`src/rtl/mode_seq_pkg.sv`:
```
// Shared command encoding and index-stepping helper for the mode sequencer.
package mode_seq_pkg;

    typedef enum logic [2:0] {
        CMD_HOLD   = 3'd0,
        CMD_NEXT   = 3'd1,
        CMD_PREV   = 3'd2,
        CMD_HOME   = 3'd3,
        CMD_JUMP   = 3'd4,
        CMD_LOCK   = 3'd5,
        CMD_UNLOCK = 3'd6,
        CMD_RSVD   = 3'd7
    } cmd_e;

    // dir=0 steps forward, dir=1 steps back; ends wrap or saturate per 'wrap'.
    function automatic logic [3:0] next_idx(input logic [3:0] s, input logic dir,
                                            input logic [4:0] n, input logic wrap);
        logic [4:0] last;
        last = n - 5'd1;
        next_idx = s;
        if (!dir) begin
            if ({1'b0, s} >= last) next_idx = wrap ? 4'd0 : s;
            else                   next_idx = s + 4'd1;
        end else begin
            if (s == 4'd0) next_idx = wrap ? last[3:0] : 4'd0;
            else           next_idx = s - 4'd1;
        end
    endfunction

endpackage

```
`src/rtl/mode_seq_fsm.sv`:
```
// Moore mode sequencer: steps through NUM_STATES modes on valid commands, with
// lock, minimum dwell and recovery from an out-of-range state register.
module mode_seq_fsm
    import mode_seq_pkg::*;
#(
    parameter int NUM_STATES = 4,
    parameter int OUT_W      = 3,
    parameter int WRAP       = 1,
    parameter int MIN_DWELL  = 0,
    localparam int STATE_W   = $clog2(NUM_STATES)
) (
    input  logic               clk,
    input  logic               rst,
    input  logic               in_valid,
    input  logic [2:0]         user_input,
    input  logic [STATE_W-1:0] target,
    output logic [OUT_W-1:0]   out,
    output logic [STATE_W-1:0] state,
    output logic               locked,
    output logic               cmd_rej,
    output logic               fault
);

    localparam logic [STATE_W-1:0] MODE_HOME = '0;
    localparam logic [STATE_W:0]   N_EXT     = (STATE_W+1)'(NUM_STATES);
    localparam logic [4:0]         N5        = 5'(NUM_STATES);
    localparam logic [7:0]         MIN_D8    = 8'(MIN_DWELL);
    localparam logic               WRAP_B    = (WRAP != 0);

    logic [STATE_W-1:0] state_r, state_nxt;
    logic               locked_r, locked_nxt;
    logic               fault_r, fault_nxt;
    logic               rej_r, rej_nxt;
    logic [7:0]         dwell_r;
    logic               legal, tgt_ok, dwell_ok;
    logic [3:0]         fwd_idx, bwd_idx;
    cmd_e               cmd;

    assign cmd     = cmd_e'(user_input);
    assign fwd_idx = next_idx(4'(state_r), 1'b0, N5, WRAP_B);
    assign bwd_idx = next_idx(4'(state_r), 1'b1, N5, WRAP_B);

    // Power-of-two mode counts cannot encode an illegal state or target.
    generate
        if ((1 << STATE_W) == NUM_STATES) begin : g_full
            assign legal  = 1'b1;
            assign tgt_ok = 1'b1;
        end else begin : g_partial
            assign legal  = ({1'b0, state_r} < N_EXT);
            assign tgt_ok = ({1'b0, target} < N_EXT);
        end
        if (MIN_DWELL == 0) begin : g_no_dwell
            assign dwell_ok = 1'b1;
        end else begin : g_dwell
            assign dwell_ok = (dwell_r >= MIN_D8);
        end
    endgenerate

    always_comb begin
        state_nxt  = state_r;
        locked_nxt = locked_r;
        fault_nxt  = fault_r;
        rej_nxt    = 1'b0;
        case (legal)
            1'b1: begin
                if (in_valid) begin
                    if (cmd == CMD_UNLOCK) begin
                        locked_nxt = 1'b0;
                    end else if (cmd != CMD_HOLD) begin
                        if (locked_r) begin
                            rej_nxt = 1'b1;
                        end else begin
                            case (cmd)
                                CMD_NEXT: if (dwell_ok) state_nxt = STATE_W'(fwd_idx);
                                          else          rej_nxt   = 1'b1;
                                CMD_PREV: if (dwell_ok) state_nxt = STATE_W'(bwd_idx);
                                          else          rej_nxt   = 1'b1;
                                CMD_JUMP: if (dwell_ok && tgt_ok) state_nxt = target;
                                          else                    rej_nxt   = 1'b1;
                                CMD_HOME: state_nxt  = MODE_HOME;
                                CMD_LOCK: locked_nxt = 1'b1;
                                default:  rej_nxt    = 1'b1;
                            endcase
                        end
                    end
                end
            end
            default: begin
                // Out-of-range state: park at home, locked, and flag it until reset.
                state_nxt  = MODE_HOME;
                locked_nxt = 1'b1;
                fault_nxt  = 1'b1;
            end
        endcase
    end

    always_ff @(posedge clk) begin
        if (rst) begin
            state_r  <= MODE_HOME;
            locked_r <= 1'b0;
            fault_r  <= 1'b0;
            rej_r    <= 1'b0;
            dwell_r  <= 8'd0;
        end else begin
            state_r  <= state_nxt;
            locked_r <= locked_nxt;
            fault_r  <= fault_nxt;
            rej_r    <= rej_nxt;
            if (state_nxt != state_r)  dwell_r <= 8'd0;
            else if (dwell_r != MIN_D8) dwell_r <= dwell_r + 8'd1;
        end
    end

    always_comb begin
        out = OUT_W'(state_r);
    end

    assign state   = state_r;
    assign locked  = locked_r;
    assign cmd_rej = rej_r;
    assign fault   = fault_r;

endmodule

```
`config.mk`:
```
export PLATFORM = sky130hd
export DESIGN_NAME = mode_seq_fsm
export DESIGN_NICKNAME = d
export VERILOG_FILES = /design/src/rtl/mode_seq_pkg.sv /design/src/rtl/mode_seq_fsm.sv
export SDC_FILE = /design/constraint.sdc
export NUM_CORES = 1
export LEC_CHECK = 0
export CAP_MARGIN = 40
export CELL_PAD_IN_SITES_DETAIL_PLACEMENT = 0
export CELL_PAD_IN_SITES_GLOBAL_PLACEMENT = 1
export CORE_MARGIN = 3
export CORE_UTILIZATION = 28
export DETAILED_ROUTE_END_ITERATION = 8
export GPL_TIMING_DRIVEN = 0
export PLACE_DENSITY = 0.75
export SLEW_MARGIN = 0
export SYNTH_ARGS = -nofsm -noshare
export SYNTH_HDL_FRONTEND = slang
export SYNTH_SLANG_ARGS = --single-unit
```
`constraint.sdc`:
```
create_clock -name clk -period 2 [get_ports clk]
set_clock_uncertainty 0.15 [all_clocks]
set_input_delay 0.3 -clock clk [delete_from_list [all_inputs] [get_ports clk]]
set_output_delay 0.3 -clock clk [all_outputs]
set_load 0.005 [all_outputs]
```
Word level (Yosys, flattened, before mapping)
Index checks and enable logic that the tools add are counted.
{"block": "word_totals", "inputBits": 8, "wordCells": 33, "ff_bits": 4, "out_inout_bits": 8}
{"block": "classes", "muxes": 9, "bitwise": 4, "n_addsub": 2, "n_eq_ne": 6, "magnitude_cmp": 1, "n_reduce_logical": 8}
{"cell": "3-bit equality test, second input constant", "count": 3}
{"cell": "2-bit case mux with 4 select lines", "count": 1}
{"cell": "3-bit by 2-bit equality test with 1-bit output, second input constant", "count": 2}
{"cell": "1-bit 2-to-1 mux", "count": 6}
{"cell": "5-bit AND reduction", "count": 1}
{"cell": "5-bit OR reduction", "count": 1}
{"cell": "2-bit 2-to-1 mux", "count": 2}
{"cell": "1-bit inverter", "count": 4}
{"cell": "4-bit nonzero test", "count": 1}
{"cell": "4-bit OR reduction", "count": 1}
{"cell": "3-bit by 1-bit equality test with 1-bit output, second input constant", "count": 1}
{"cell": "3-bit nonzero test", "count": 1}
{"cell": "2-bit by 1-bit adder with 2-bit output, second input constant", "count": 1}
{"cell": "2-bit greater-or-equal comparator, second input constant", "count": 1}
{"cell": "2-bit logical NOT", "count": 1}
{"cell": "2-bit AND reduction", "count": 1}
{"cell": "2-bit nonzero test", "count": 1}
{"cell": "2-bit by 1-bit subtractor with 2-bit output, second input constant", "count": 1}

Longest topological paths before layout
{"block": "depth", "word_depth": 5, "depth_mapped": 6, "ltp_nobuf": 6}

Worst setup path before layout
Ideal clock, no wire load.
{"block": "synth_path", "kind": "register -> register", "startpoint": "register state_r[0] (netlist: state[0])", "endpoint": "register state_r[1] (netlist: state[1])", "slack_ns": 0.400, "n_path_buf": 0, "setup_time_ns": 0.087, "stages_incl_launch_ff": 7, "required_time_ns": 1.763, "synth_period_minus_slack_ns": 1.600, "arrival_time_ns": 1.363, "path_cell_list": "dfxtp_1 > inv_1 > ha_1 > xnor2_1 > a221oi_1 > o211ai_1 > o31ai_1"}
{"block": "synth_via", "elab_chain_cells": 3, "word_cells_on_any_way": 7, "cone_classes": "add/sub: 2; order compare: 1; mux: 3; reduce/logical: 1"}
{"item": "start, declared", "line_no": "mode_seq_fsm.sv:30", "source": "logic [STATE_W-1:0] state_r, state_nxt;"}
{"item": "start signal, assigned", "line_no": "mode_seq_fsm.sv:105", "source": "state_r <= state_nxt;"}
{"item": "2-bit by 1-bit subtractor with 2-bit output, or another cell as far along", "line_no": "mode_seq_pkg.sv:26", "source": "else next_idx = s - 4'd1;"}
{"item": "2-bit 2-to-1 mux, on equally long branches", "line_no": "mode_seq_pkg.sv:25, mode_seq_pkg.sv:22"}
{"item": "2-bit case mux with 4 select lines *", "line_no": "mode_seq_fsm.sv:73", "source": "case (cmd)"}
Mark *: on every way between the ends. The rest lies on a longest branch, timed or not.
A chain may end at the register's enable or synchronous reset.

Worst setup path after layout
{"block": "layout_path", "startpoint": "register state_r[0] (netlist: state[0])", "endpoint": "output state[0]"}
{"item": "end, declared", "line_no": "mode_seq_fsm.sv:18", "source": "output logic [STATE_W-1:0] state,"}
No word-level cell between the ends.

==> results.toml <==
[setup_path]
path_max_fanout = 6
setup.worst_path.start_class = "register"
worstPathArrival_ns = 1.31
r2r.worst_path.cells = 6
r2r_setup_slack_ns = 0.33
crit_required_ns = 1.55
r2r-end = "state[1]$_SDFFE_PP0P_"
worstPathCellList = "buf_4 > clkdlybuf4s50_1"
timing.rr.start = "state[0]$_SDFFE_PP0P_"
cpPeakStageDelay_ns = 0.49
worst_path_max_delay_cell = "clkdlybuf4s50_1"
worst-setup-path-type = "reg2out"
end_kind = "primary output"

[finish]
multi_input_area_um2 = 239
area_growth_pct = 43.7
nets = 70
layout-drive-gt1-share_pct = 24.1
regArea_um2 = 80.1
fill_cells = 125
diodes = 0

[yosys]
ys_async_sr_fraction_pct = 0
avgSynthCellArea_um2 = 8.94
synth_common_cells = "inv_1 (5), buf_4 (4), dfxtp_1 (4)"
synth_area_leader_cell = "dfxtp_1"
ys_ff_latch = 4
synth_ff_type = "dfxtp_1"
synth_area_um2 = 375
yosysWarningCount = 0
ys_seq_area_share_pct = 21.3
synth_top_cell_area_share_pct = 21.3
synthDistinctLibCells = 25
synth_enable_flop_cells = 0
netlist_instances = 42
synth_area_leaders = "dfxtp_1 (21%), buf_4 (8.0%), a2111oi_4 (7.3%)"
synth.most_common_cell = "inv_1"

[worst_hold_path]
hold_class = "in2reg"
holdCritStartpoint = "user_input[1]"
holdPathStages = 4
hold_end = "locked$_SDFFE_PP0P_"

[clocking]
cts_max_level = 1
cts_root_buf = "clkbuf_4"
cts_num_sinks = 4
ctsResizeCount = 0
clk_pin_slew_ns = 0.04
ctsHoldBuffers = 0
post_cts_buffers = 0
cts.path.max_buffers = 2
insertion_delay_ns = 0.23
cts_made_buffers = 3
tritoncts = "yes"

[pwr]
power_frac_seq_pct = 32.0
p_int_uw = 212
power_uw = 287
net-switching-power_uw = 75.4
p_clk_share_pct = 34.2
power.density_nw_per_um2 = 533
p_comb_share_pct = 33.7
ir_drop_mv = 0.377
netSwitchingFraction_pct = 26.2
leakagePower_uw = 0.000215

[sta]
setup_viol = 0
finalHoldViolCount = 0
tns_ns = 0
slew_violations = 0
timing.fmax_mhz = 567
rsz0062_at_grt = "no"
timing.final.crit_share_pct = 88.2
post-route-min-period_ns = 1.76

[grt]
globalRouteOverflowTotal = 0
grt_max_degree = 10
grt_pass1_wl_um = 1240
grt_pass1_vias = 303
grtUsageTotal_pct = 9.15
grt_antenna_before_repair = 0

[routing]
vias_per_cell = 4.46
vias = 321
drtPass1Iterations = 2
wire_per_inst_um = 9.72
ant_nets = 0
route.detailed.drc = 0
routed_wl_um = 700
dr.first_iter.drc_count = 2

[floorplan]
die_width_um = 42.6
row_count = 12
start_util_pct = 31.6
die_y_um = 42.6
core_area_um2 = 1190
pin_count = 16
dieArea_um2 = 1820

[outcome]
status = "complete, no violations"

[placement]
globalplace.congestion = 0.719
portBuffers = 12
hpwl_um = 558

[run]
drv_cap = 0
-- per-stage QoR --
stage / worst slack (ns) / hold slack, ns / util (%) / std cells / instance area, um^2
2_1_floorplan: 0.400 / 0.215 / - / 43 / 379
6_report: 0.235 / 0.281 / 45.5 / 72 / 539
4_1_cts: 0.219 / 0.284 / 45.5 / 72 / 539
3_5_place_dp: 0.0961 / 0.382 / 43.6 / 69 / 517
5_1_grt: 0.167 / 0.310 / 45.5 / 72 / 539
3_3_place_gp: 0.0784 / 0.376 / 43.6 / 69 / 517
-- flip-flops by register name (all words and copies together) (netlist names) --
name / count
state: 2
cmd_rej: 1
locked: 1
-- layer usage --
layer | share of wire (%) | GRT usage (%) | vias up
met4 | 0 | 1.86 | 0
met5 | 0 | 0 | -
met2 | 41 | 11.9 | 12
met1 | 49 | 11.4 | 133
met3 | 9.3 | 7.73 | 0
li1 | - | - | 176
-- worst max-delay path, delay by kind of cell, from the launching register on --
family	cells	cell delay, ns
buf+inv	2	0.64
flops	1	0.45
-- worst max path at each step --
stage,from,cells past startpoint,to,slack (ns)
finish,state[0]$_SDFFE_PP0P_,2,state[0],0.24
detailed placement,user_input[2],5,state[0]$_SDFFE_PP0P_,0.1
floorplan,state[0]$_SDFFE_PP0P_,6,state[1]$_SDFFE_PP0P_,0.40
global route,state[0]$_SDFFE_PP0P_,2,state[0],0.17
global placement,user_input[2],5,state[0]$_SDFFE_PP0P_,0.08
CTS,state[0]$_SDFFE_PP0P_,2,state[0],0.22
-- power groups by stage --
stage	clock (uW)	combinational [uW]	sequential, uW
floorplan	0	59.0	92.9
global placement	0	98.2	93.3
detailed placement	0	98.0	93.5
CTS	102	98.0	92.2
global route	107	108	93.2
finish	98.4	96.9	92.1
-- kinds of logic after synthesis --
family	synth area share, %
and+or+nand+nor	24.7
other	0.999
xor gates and xnor gates	2.33
adders and majority gates	6.67
buffers and inverters	16.0
AOI/OAI and AO/OA	28.0
DFF	21.3
-- layout by cell type (no fill, tap or decap), types with 2 or more instances in the layout --
cell,n
a21oi_1,3
ha_1,2
buf_4,4
dfxtp_1,4
clkbuf_4,3
nor3_1,3
inv_1,5
conb_1,2
clkdlybuf4s50_1,12
nor2b_4,2
nor2_1,2
-- cell type report --
type	instances	share of cell area (%)
Buffer	5	7.66
Multi-Input combinational cell	29	44.3
Sequential cell	4	14.8
Inverter	5	3.48
Clock buffer	3	4.18
Timing Repair Buffer	12	22.3
Tap cell	14	3.25
No activity file was read; power rests on OpenSTA's default activity.
==> RTL change, RTL diff (same flow settings) <==
`NUM_STATES`: 4 -> 8.
--- a/src/rtl/mode_seq_fsm.sv
+++ b/src/rtl/mode_seq_fsm.sv
@@ -4,5 +4,5 @@
     import mode_seq_pkg::*;
 #(
-    parameter int NUM_STATES = 4,
+    parameter int NUM_STATES = 8,
     parameter int OUT_W      = 3,
     parameter int WRAP       = 1,
Ports: changed (resized state and target); port bits go from 16 to 18. The function was not compared with the original's and may differ.
==> RTL change against the unedited design <==
  * Hold slack worse by 49 ps
  * Count of clock-buffer cells in the layout up 1
  * Maximum frequency down 3.1%
  * Core utilization down 3.0 points
  * Sequential cell count up 1
  * Final area up 20%
  * Global-route usage up 2.8 points
  * Wire length up 49%
  * Largest cell class unchanged
  * Highest routed layer unchanged
  * First-iteration DRC count rose to 9.0 times the old value
  * Setup slack worse by 57 ps
  * Area after synthesis up 23%
  * Largest power group unchanged
  * Total power up 23%
  * Via count up 43%
==> RTL change: results (changes against the unedited design) <==
* Layout cell share with drive strength beyond 1 at 18.7% (-5.5 points)
* Syn Nets at 70
* Class of the worst hold path: in2reg
* Rows at 14 (+2)
* Num CTS Buffers at 3 (unchanged)
* Synth cell types at 29 (+16%)
* HPWL after DPL at 766 um (+37%)
* R2R setup slack at 300 ps (-30 ps)
* Post-CTS resize count at 0 (unchanged)
* Overall routing resource usage at 11.9% (+2.8 points)
* Seq/Total Area, Yosys at 21.7% (+0.41 points)
* Fin crit share at 91.1% (+2.9 points)
* Max reg flops at 3 (+1)
* Synth area leaders: dfxtp_1 22%, ha_1 11%, buf_4 8.2%
* Status: completed
* CP arrival at 1370 ps (+60 ps)
* Maximum buffer depth of the clock tree at 2 (unchanged)
* H-tree depth at 1 (unchanged)
* Pre-Repair DR Iteration Count at 4 (+2)
* Post-synth top cells: 5 x a21oi_1, 5 x buf_4, 5 x dfxtp_1
* Clock Latency Late Sink at approximately 240 ps
* Largest net degree at the start of global routing at 11 (+1)
* Post-CTS setup repair buffer count at 0 (unchanged)
* Final hold slack at 233 ps (-48.8 ps)
* Synth Warn # at 0 (unchanged)
* Leakage at 0.258 nW (+20%)
* Max cap viols at 0 (unchanged)
* Placer Congestion at 0.708 (-1.4%)
* R2R Path Start: out[0]
* Dpl cell area at 621 um2 (+20%)
* Vias per cell at 5.05 (+13%)
* Vias in the first global route at 409 (+35%)
* Post-Place Worst Slack at 84.4 ps (-11.7 ps)
* Final Non-Filler Cells at 91 (+26%)
* Register-to-Register Path Depth at 5 (-1)
* Cells on Worst Hold Path at 3 (-1)
* Fillers at 154 (+23%)
* Initial antenna violation count at 0 (unchanged)
* First-pass GRT wire length at 1.81 mm (+46%)
* VDD IR max at 0.432 mV (+14%)
* Number of cells produced by synthesis at 57 (+36%)
* Final nets at 89 (+27%)
* Worst setup startpoint: out[2]
* Area grow syn2layout at 40.5%
* Reg clk slew, reported paths at 50 ps
* CTS Root Buffer Type: clkbuf_4
* Routed WL at 1.04 mm (+49%)
* Hold Startpoint: user_input[2]
* Crit path max fanout at 8 (+2)
* Placed insts at 87 (+26%)
* Buffers on Ports at 14 (+2)
* Ant diodes at 0 (unchanged)
* DRT iter0 DRCs at 18 (+16)
* FFs w/ async S/R, synth at 0% (unchanged)
RTL change: path summary, 6_finish.rpt:
path | endpoint
hold / removal | out[1]
hold reg to reg | cmd_rej
setup / recovery | state[2]
setup reg to reg | out[2]
RTL change: cell type report:
cell class	instances	share of cell area, %
Sequential cell	5	15.5
Tap cell	16	3.09
Inverter	3	1.74
Buffer	7	8.32
Timing Repair Buffer	14	21.7
Clock buffer	4	4.06
Multi-Input combinational cell	42	45.6
RTL change: cell families (layout without fill, tap and decap cells):
group | after synthesis | after routing | share of synthesized area, %
DFF | 5 | 5 | 21.7
and+or+nand+nor | 22 | 22 | 27.4
xor gates and xnor gates | 1 | 1 | 1.90
adders and majority gates | 4 | 4 | 10.9
buffers and inverters | 10 | 28 | 14.1
other | 1 | 1 | 0.814
AOI/OAI and AO/OA | 14 | 14 | 23.1
RTL change: worst max-delay path, stage by stage (launching register included):
cell and delay (ps):
dfxtp_1 480, buf_4 160, clkdlybuf4s50_1 490
RTL change: power breakdown:
part | switching, mW | internal (mW) | leakage, nW
Clock | 0.0454 | 0.0757 | 0.0150
Combinational | 0.0482 | 0.0676 | 0.202
Sequential | 0.0103 | 0.107 | 0.0409
Total | 0.104 | 0.250 | 0.258
RTL change: routing by layer:
metal | up-vias | routed length (um) | GRT usage (%)
met5 | - | 0 | 0
met4 | 0 | 0 | 3.41
met3 | 0 | 95 | 5.86
met2 | 21 | 470 | 18.7
met1 | 205 | 477 | 14.2
li1 | 234 | - | -
